## config.mk

```make
export PLATFORM = sky130hd
export DESIGN_NAME = remote_cmd_arbiter
export DESIGN_NICKNAME = d
export VERILOG_FILES = /design/src/rtl/remote_pkg.sv /design/src/rtl/req_slot.sv /design/src/rtl/remote_cmd_arbiter.sv
export SDC_FILE = /design/constraint.sdc
export NUM_CORES = 1
export LEC_CHECK = 0
export ABC_AREA = 1
export CAP_MARGIN = 20
export CORE_MARGIN = 4
export CORE_UTILIZATION = 52
export CTS_CLUSTER_DIAMETER = 50
export DETAILED_ROUTE_END_ITERATION = 7
export PLACE_DENSITY_LB_ADDON = 0.05
export RECOVER_POWER = 25
export SYNTH_ARGS = -nofsm -noshare
export SYNTH_HDL_FRONTEND = slang
export SYNTH_HIERARCHICAL = 1
export SYNTH_SLANG_ARGS = --single-unit
export TNS_END_PERCENT = 100
```

## constraint.sdc

```tcl
create_clock -name clk -period 2 [get_ports clk]
set_input_delay 0.2 -clock clk [delete_from_list [all_inputs] [get_ports clk]]
set_output_delay 0.2 -clock clk [all_outputs]
set_load 0.05 [all_outputs]
```

## src/rtl/remote_pkg.sv

```systemverilog
// remote_pkg: types and constants shared by the RemoteComm path.
// Holds the ACK byte, the arbiter state enum and the command slot word.
package remote_pkg;

  localparam logic [7:0] ACK_POS = 8'hA5;

  typedef enum logic [2:0] {
    IDLE,
    SEND,
    WAIT_SENT,
    WAIT_RESP,
    DONE
  } arb_state_t;

  typedef struct packed {
    logic [7:0]  cmd;
    logic [15:0] data;
  } cmd_word_t;

endpackage

```

## src/rtl/req_slot.sv

```systemverilog
// req_slot: one-deep holding register for a single command requester.
// Ports: i_req/i_word load when empty, i_clr frees, o_word/o_pending/o_rdy.
module req_slot
  import remote_pkg::*;
(
  input  logic      clk,
  input  logic      rst_n,
  input  logic      i_req,
  input  logic      i_clr,
  input  cmd_word_t i_word,
  output cmd_word_t o_word,
  output logic      o_pending,
  output logic      o_rdy
);

  logic      r_pending;
  cmd_word_t r_word;

  // i_clr only fires while pending, so a same-cycle req is dropped.
  always_ff @(posedge clk or negedge rst_n) begin
    if (!rst_n) begin
      r_pending <= 1'b0;
      r_word    <= '0;
    end else if (i_clr) begin
      r_pending <= 1'b0;
    end else if (i_req && !r_pending) begin
      r_pending <= 1'b1;
      r_word    <= i_word;
    end
  end

  assign o_word    = r_word;
  assign o_pending = r_pending;
  assign o_rdy     = ~r_pending;

endmodule

```

## src/rtl/remote_cmd_arbiter.sv

```systemverilog
// remote_cmd_arbiter: shares one RemoteComm link between two requesters.
// Ports: req/cmdN/dataN in, rdy/done/result out, RemoteComm handshake.
module remote_cmd_arbiter
  import remote_pkg::*;
#(
  parameter int unsigned       TMO_W       = 20,
  parameter logic [TMO_W-1:0]  TIMEOUT_CYC = 20'd1_000_000
) (
  input  logic        clk,
  input  logic        rst_n,
  input  logic [1:0]  req,
  input  logic [7:0]  cmd0,
  input  logic [7:0]  cmd1,
  input  logic [15:0] data0,
  input  logic [15:0] data1,
  output logic [1:0]  rdy,
  output logic [1:0]  done,
  output logic [7:0]  resp_out,
  output logic        ack_ok,
  output logic        timeout,
  output logic        send_cmd,
  output logic [7:0]  cmd,
  output logic [15:0] data,
  input  logic        cmd_sent,
  input  logic        resp_rdy,
  input  logic [7:0]  resp,
  output logic        clr_resp_rdy
);

  localparam logic [TMO_W-1:0] L_LAST = TIMEOUT_CYC - 1'b1;

  arb_state_t       r_state;
  logic             r_owner;
  logic             r_last;
  logic [TMO_W-1:0] r_timer;
  logic [7:0]       r_cmd;
  logic [15:0]      r_data;
  logic             r_send;
  logic             r_clr;
  logic [1:0]       r_done;
  logic [7:0]       r_resp_out;
  logic             r_ack;
  logic             r_tmo;

  cmd_word_t w_in   [2];
  cmd_word_t w_word [2];
  logic [1:0] w_pend;
  logic [1:0] w_rdy;
  logic [1:0] w_clr;
  logic       w_gnt;
  logic [1:0] w_done_vec;

  assign w_in[0] = '{cmd: cmd0, data: data0};
  assign w_in[1] = '{cmd: cmd1, data: data1};

  for (genvar g = 0; g < 2; g++) begin : g_slot
    assign w_clr[g] = (r_state == DONE) && (r_owner == 1'(g));

    req_slot u_slot (
      .clk       (clk),
      .rst_n     (rst_n),
      .i_req     (req[g]),
      .i_clr     (w_clr[g]),
      .i_word    (w_in[g]),
      .o_word    (w_word[g]),
      .o_pending (w_pend[g]),
      .o_rdy     (w_rdy[g])
    );
  end

  // On a tie the slot not served last wins.
  always_comb begin
    w_gnt = 1'b0;
    unique case (1'b1)
      w_pend[0] && w_pend[1]:  w_gnt = ~r_last;
      w_pend[1] && !w_pend[0]: w_gnt = 1'b1;
      default:                 w_gnt = 1'b0;
    endcase
  end

  assign w_done_vec = r_owner ? 2'b10 : 2'b01;

  always_ff @(posedge clk or negedge rst_n) begin
    if (!rst_n) begin
      r_state    <= IDLE;
      r_owner    <= 1'b0;
      r_last     <= 1'b1;
      r_timer    <= '0;
      r_cmd      <= '0;
      r_data     <= '0;
      r_send     <= 1'b0;
      r_clr      <= 1'b0;
      r_done     <= '0;
      r_resp_out <= '0;
      r_ack      <= 1'b0;
      r_tmo      <= 1'b0;
    end else begin
      case (r_state)
        IDLE: begin
          if (|w_pend) begin
            r_state <= SEND;
            r_owner <= w_gnt;
            r_cmd   <= w_word[w_gnt].cmd;
            r_data  <= w_word[w_gnt].data;
            r_send  <= 1'b1;
            r_clr   <= 1'b1;
          end
        end
        SEND: begin
          r_send  <= 1'b0;
          r_clr   <= 1'b0;
          r_state <= WAIT_SENT;
        end
        WAIT_SENT: begin
          if (cmd_sent) begin
            r_state <= WAIT_RESP;
            r_timer <= '0;
          end
        end
        WAIT_RESP: begin
          // A response in the expiry cycle still counts as a response.
          if (resp_rdy) begin
            r_state    <= DONE;
            r_done     <= w_done_vec;
            r_clr      <= 1'b1;
            r_resp_out <= resp;
            r_ack      <= (resp == ACK_POS);
            r_tmo      <= 1'b0;
          end else if (r_timer == L_LAST) begin
            r_state    <= DONE;
            r_done     <= w_done_vec;
            r_clr      <= 1'b1;
            r_resp_out <= '0;
            r_ack      <= 1'b0;
            r_tmo      <= 1'b1;
          end else begin
            r_timer <= r_timer + 1'b1;
          end
        end
        DONE: begin
          r_done  <= '0;
          r_clr   <= 1'b0;
          r_last  <= r_owner;
          r_state <= IDLE;
        end
        default: r_state <= IDLE;
      endcase
    end
  end

  assign rdy          = w_rdy;
  assign done         = r_done;
  assign resp_out     = r_resp_out;
  assign ack_ok       = r_ack;
  assign timeout      = r_tmo;
  assign send_cmd     = r_send;
  assign cmd          = r_cmd;
  assign data         = r_data;
  assign clr_resp_rdy = r_clr;

endmodule

```

==> metrics.txt <==
Die Span Y=110.6 µm; Clock power frac=about a quarter; outcome=completed; Leakage Power=3.325 nW; synth warn=6; post-synthesis register bit count=between 100 and 150; Reg2Reg Depth=8; Reg clk slew, reported paths=~0.060 ns; Mapped Cells=670; Peak VDD IR=between 1 and 1.5 mV; Die Span X=between 100 and 150 µm; ANT nets after route=0; DR vias=approximately 5000; most frequent cells in the layout=nand2_1 (212), dfrtp_1 (112), clkdlybuf4s50_1 (98); number of top-level pins=between 100 and 150; Sw Ratio=between 40% and 50%; Initial DRC Count=around 440; hpwl dp=about 9700 µm; worst-path maximum fanout=2; largest net degree at the start of global routing=75; Crit-path slowest cell=clkdlybuf4s50_1; CP top delay family=buffers and inverters; commonest non-fill, non-tap cell in the layout=nand2_1; synthesized area=about 5500 µm²; critical path capture point type=output pin; die footprint=between 10000 and 15000 µm²; crit path setup slack, layout=0.07427 ns; hold path depth=3; CORE AREA=around 10000 µm²; crit path time final=slightly below 2 ns; Layout area overhead=31.57%; Seq pwr share=32.1%; multi-input logic area=roughly 2300 µm²; routed len/inst=around 15 µm; Worst Min Path Start=data0[8]; antenna cell count=0; Seq/Total Area, Yosys=~52%; gr ovfl total=0; first-pass GRT wire length=23450 µm; Hold Path Sink=g_slot[0].u_slot/o_word[8]$_DFFE_PN0P_; Seq. cell area=roughly 2800 µm²; biggest cell delay along the critical path=between 0.8 and 0.9 ns; internal power=~6.6 mW; endpoints failing hold=0; Final Cycle Share=96.29%; vias in the first global route=roughly 4900; PwrDens=roughly 1600 nW/µm²; Data arrival, critical path=between 1.5 and 2 ns; Slew headroom=roughly a tenth; Syn Area/Cell=8.170 µm²; Peak Freq=519.3 MHz; RR Startpoint=r_state[1]$_DFFE_PN0P_; CTS tree=done; Slew Viols, Final=0; Cell Rows=37; PortBufs=between 100 and 150; Num CTS Buffers=17; TNS Setup=0 ns; Clock Tree Root=clkbuf_8; GRT Util Overall=23.29%; # fillers=approximately 870; Post-CTS Setup Inserts=0; Final #Nets=838; reg2reg end=g_slot[0].u_slot/o_pending$_DFFE_PN0P_; Worst Tran Pin Value=about 1.4 ns; Sw Pwr=4.978 mW; layout cells sized above 1=11.68%; worst slack at placement=0.1359 ns; syn_nets=around 730; endpoints failing setup=0; Routability Congestion=0.9065; Max Cap Violations=0; synth top area cells=dfrtp_1 (51%), nand2_1 (15%), nand4_1 (6.7%); Max H-tree Level=4; HP Class=input port to flip-flop; worst path cell trace=clkdlybuf4s50_1; Buf/Inv on CP=1; DR pass1 iterations=5; final WL=between 10000 and 15000 µm; Comb pwr share=41.5%; CP startpoint kind=flip-flop; CTS Buffer Depth=2; Clock Sinks=approximately 110; R2R Setup Slk=~0.19 ns; clock skew=between 0.008 and 0.009 ns; Skew-Pair Late Insertion Delay=0.52 ns; Initial Util=between 50% and 60%; vias per cell=approximately 5.4; top cell type by total area after synthesis=dfrtp_1; RSZ-0062 raised after global routing=no; crit path kind=flip-flop to output pin; Worst EP required=between 1.5 and 2 ns; Synth top area share=51.20%; drt drc=0; antenna violations before repair=0; synth unique cells=34
flip-flops by register name, summed over array words and instances (netlist names):
signal	flops
g_slot.u_slot/o_word	48
done	2
resp_out	8
r_timer	20
data	16
clr_resp_rdy	1
timeout	1
r_last	1
ack_ok	1
r_state	3
cmd	8
r_owner	1
g_slot.u_slot/o_pending	2
send_cmd	1
power by group through the flow:
stage	Sequential, mW	Clock [mW]	Combinational [mW]
after CTS	3.72	3.09	4.83
after global placement	3.72	0	4.69
after floorplan	4.76	0	2.24
after global routing	3.83	3.22	5.27
final	3.72	3.05	4.81
after detailed placement	3.72	0	4.80
cell usage after synthesis:
cell,number
nand3_1,32
xor2_1,4
inv_2,10
buf_4,2
nor4_1,1
clkbuf_1,8
inv_1,32
o21ai_1,17
o21ai_2,9
nand2_2,10
o21ai_0,46
nor3_1,4
nand3b_1,2
nand3_2,3
clkinv_1,1
dfstp_2,1
a21o_1,1
and2_1,2
o21bai_1,2
o31ai_1,1
buf_12,1
nor2_1,67
nor2_2,2
dfrtp_1,112
nor2_4,1
a21oi_1,2
nand3_4,2
nor3_2,1
buf_2,16
a21oi_2,1
nand2_1,212
ha_1,1
nand4_1,59
buf_6,5
layer usage:
metal	part of all wire [%]	GRT usage (%)
met4	1.8	8.785
met5	0	0
met2	49	38.07
met1	44	30.07
met3	4.6	5.644
repair_timing:
action / in CTS / in global routing
endpoints found under the setup margin: 0 / 26
hold buffers: 1 / 0
endpoints found under the hold margin: 112 / 0
resized for setup: 0 / 2
worst max path at each step:
stage / depth (start not counted) / to / start
after global routing: 1 / data[2] / data[2]$_DFFE_PN0P_
final: 1 / data[0] / data[0]$_DFFE_PN0P_
after global placement: 8 / g_slot[1].u_slot/o_pending$_DFFE_PN0P_ / r_state[1]$_DFFE_PN0P_
after CTS: 1 / data[14] / data[14]$_DFFE_PN0P_
after detailed placement: 8 / g_slot[1].u_slot/o_pending$_DFFE_PN0P_ / r_state[1]$_DFFE_PN0P_
after floorplan: 8 / r_timer[5]$_DFFE_PN0P_ / r_timer[0]$_DFFE_PN0P_
cell type report:
| type | instances | area share [%] |
|---|---|---|
| Inverter | 43 | 2.241 |
| Sequential cell | 113 | 39.28 |
| Clock inverter | 15 | 2.571 |
| Tap cell | 136 | 2.363 |
| Multi-Input combinational cell | 483 | 31.90 |
| Timing Repair Buffer | 117 | 15.90 |
| Clock buffer | 17 | 5.751 |
logic make-up (layout without fill, tap and decap cells):
logic type,count (synthesis),count (layout),synth area share [%]
XOR/XNOR,4,4,0.6399
adder cells (fa/ha/maj),1,1,0.2285
AND/OR/NAND/NOR,398,399,32.73
buffers and inverters,75,192,6.629
AO/OA/AOI/OAI,79,79,8.092
flip-flops,113,113,51.68
through the flow:
step / std cells / instance area [µm²] / hold WS [ns] / power, mW / util, %
2_1_floorplan: 670 / 5474 / -0.09559 / 6.998 / -
3_3_place_gp: 890 / 6584 / 0.1178 / 8.404 / 64.06
3_5_place_dp: 890 / 6584 / 0.1169 / 8.522 / 64.06
4_1_cts: 923 / 7193 / 0.1176 / 11.64 / 69.99
5_1_grt: 924 / 7202 / 0.2396 / 12.31 / 70.08
6_report: 924 / 7202 / 0.2445 / 11.59 / 70.08
(Power assumes the default switching activity.)
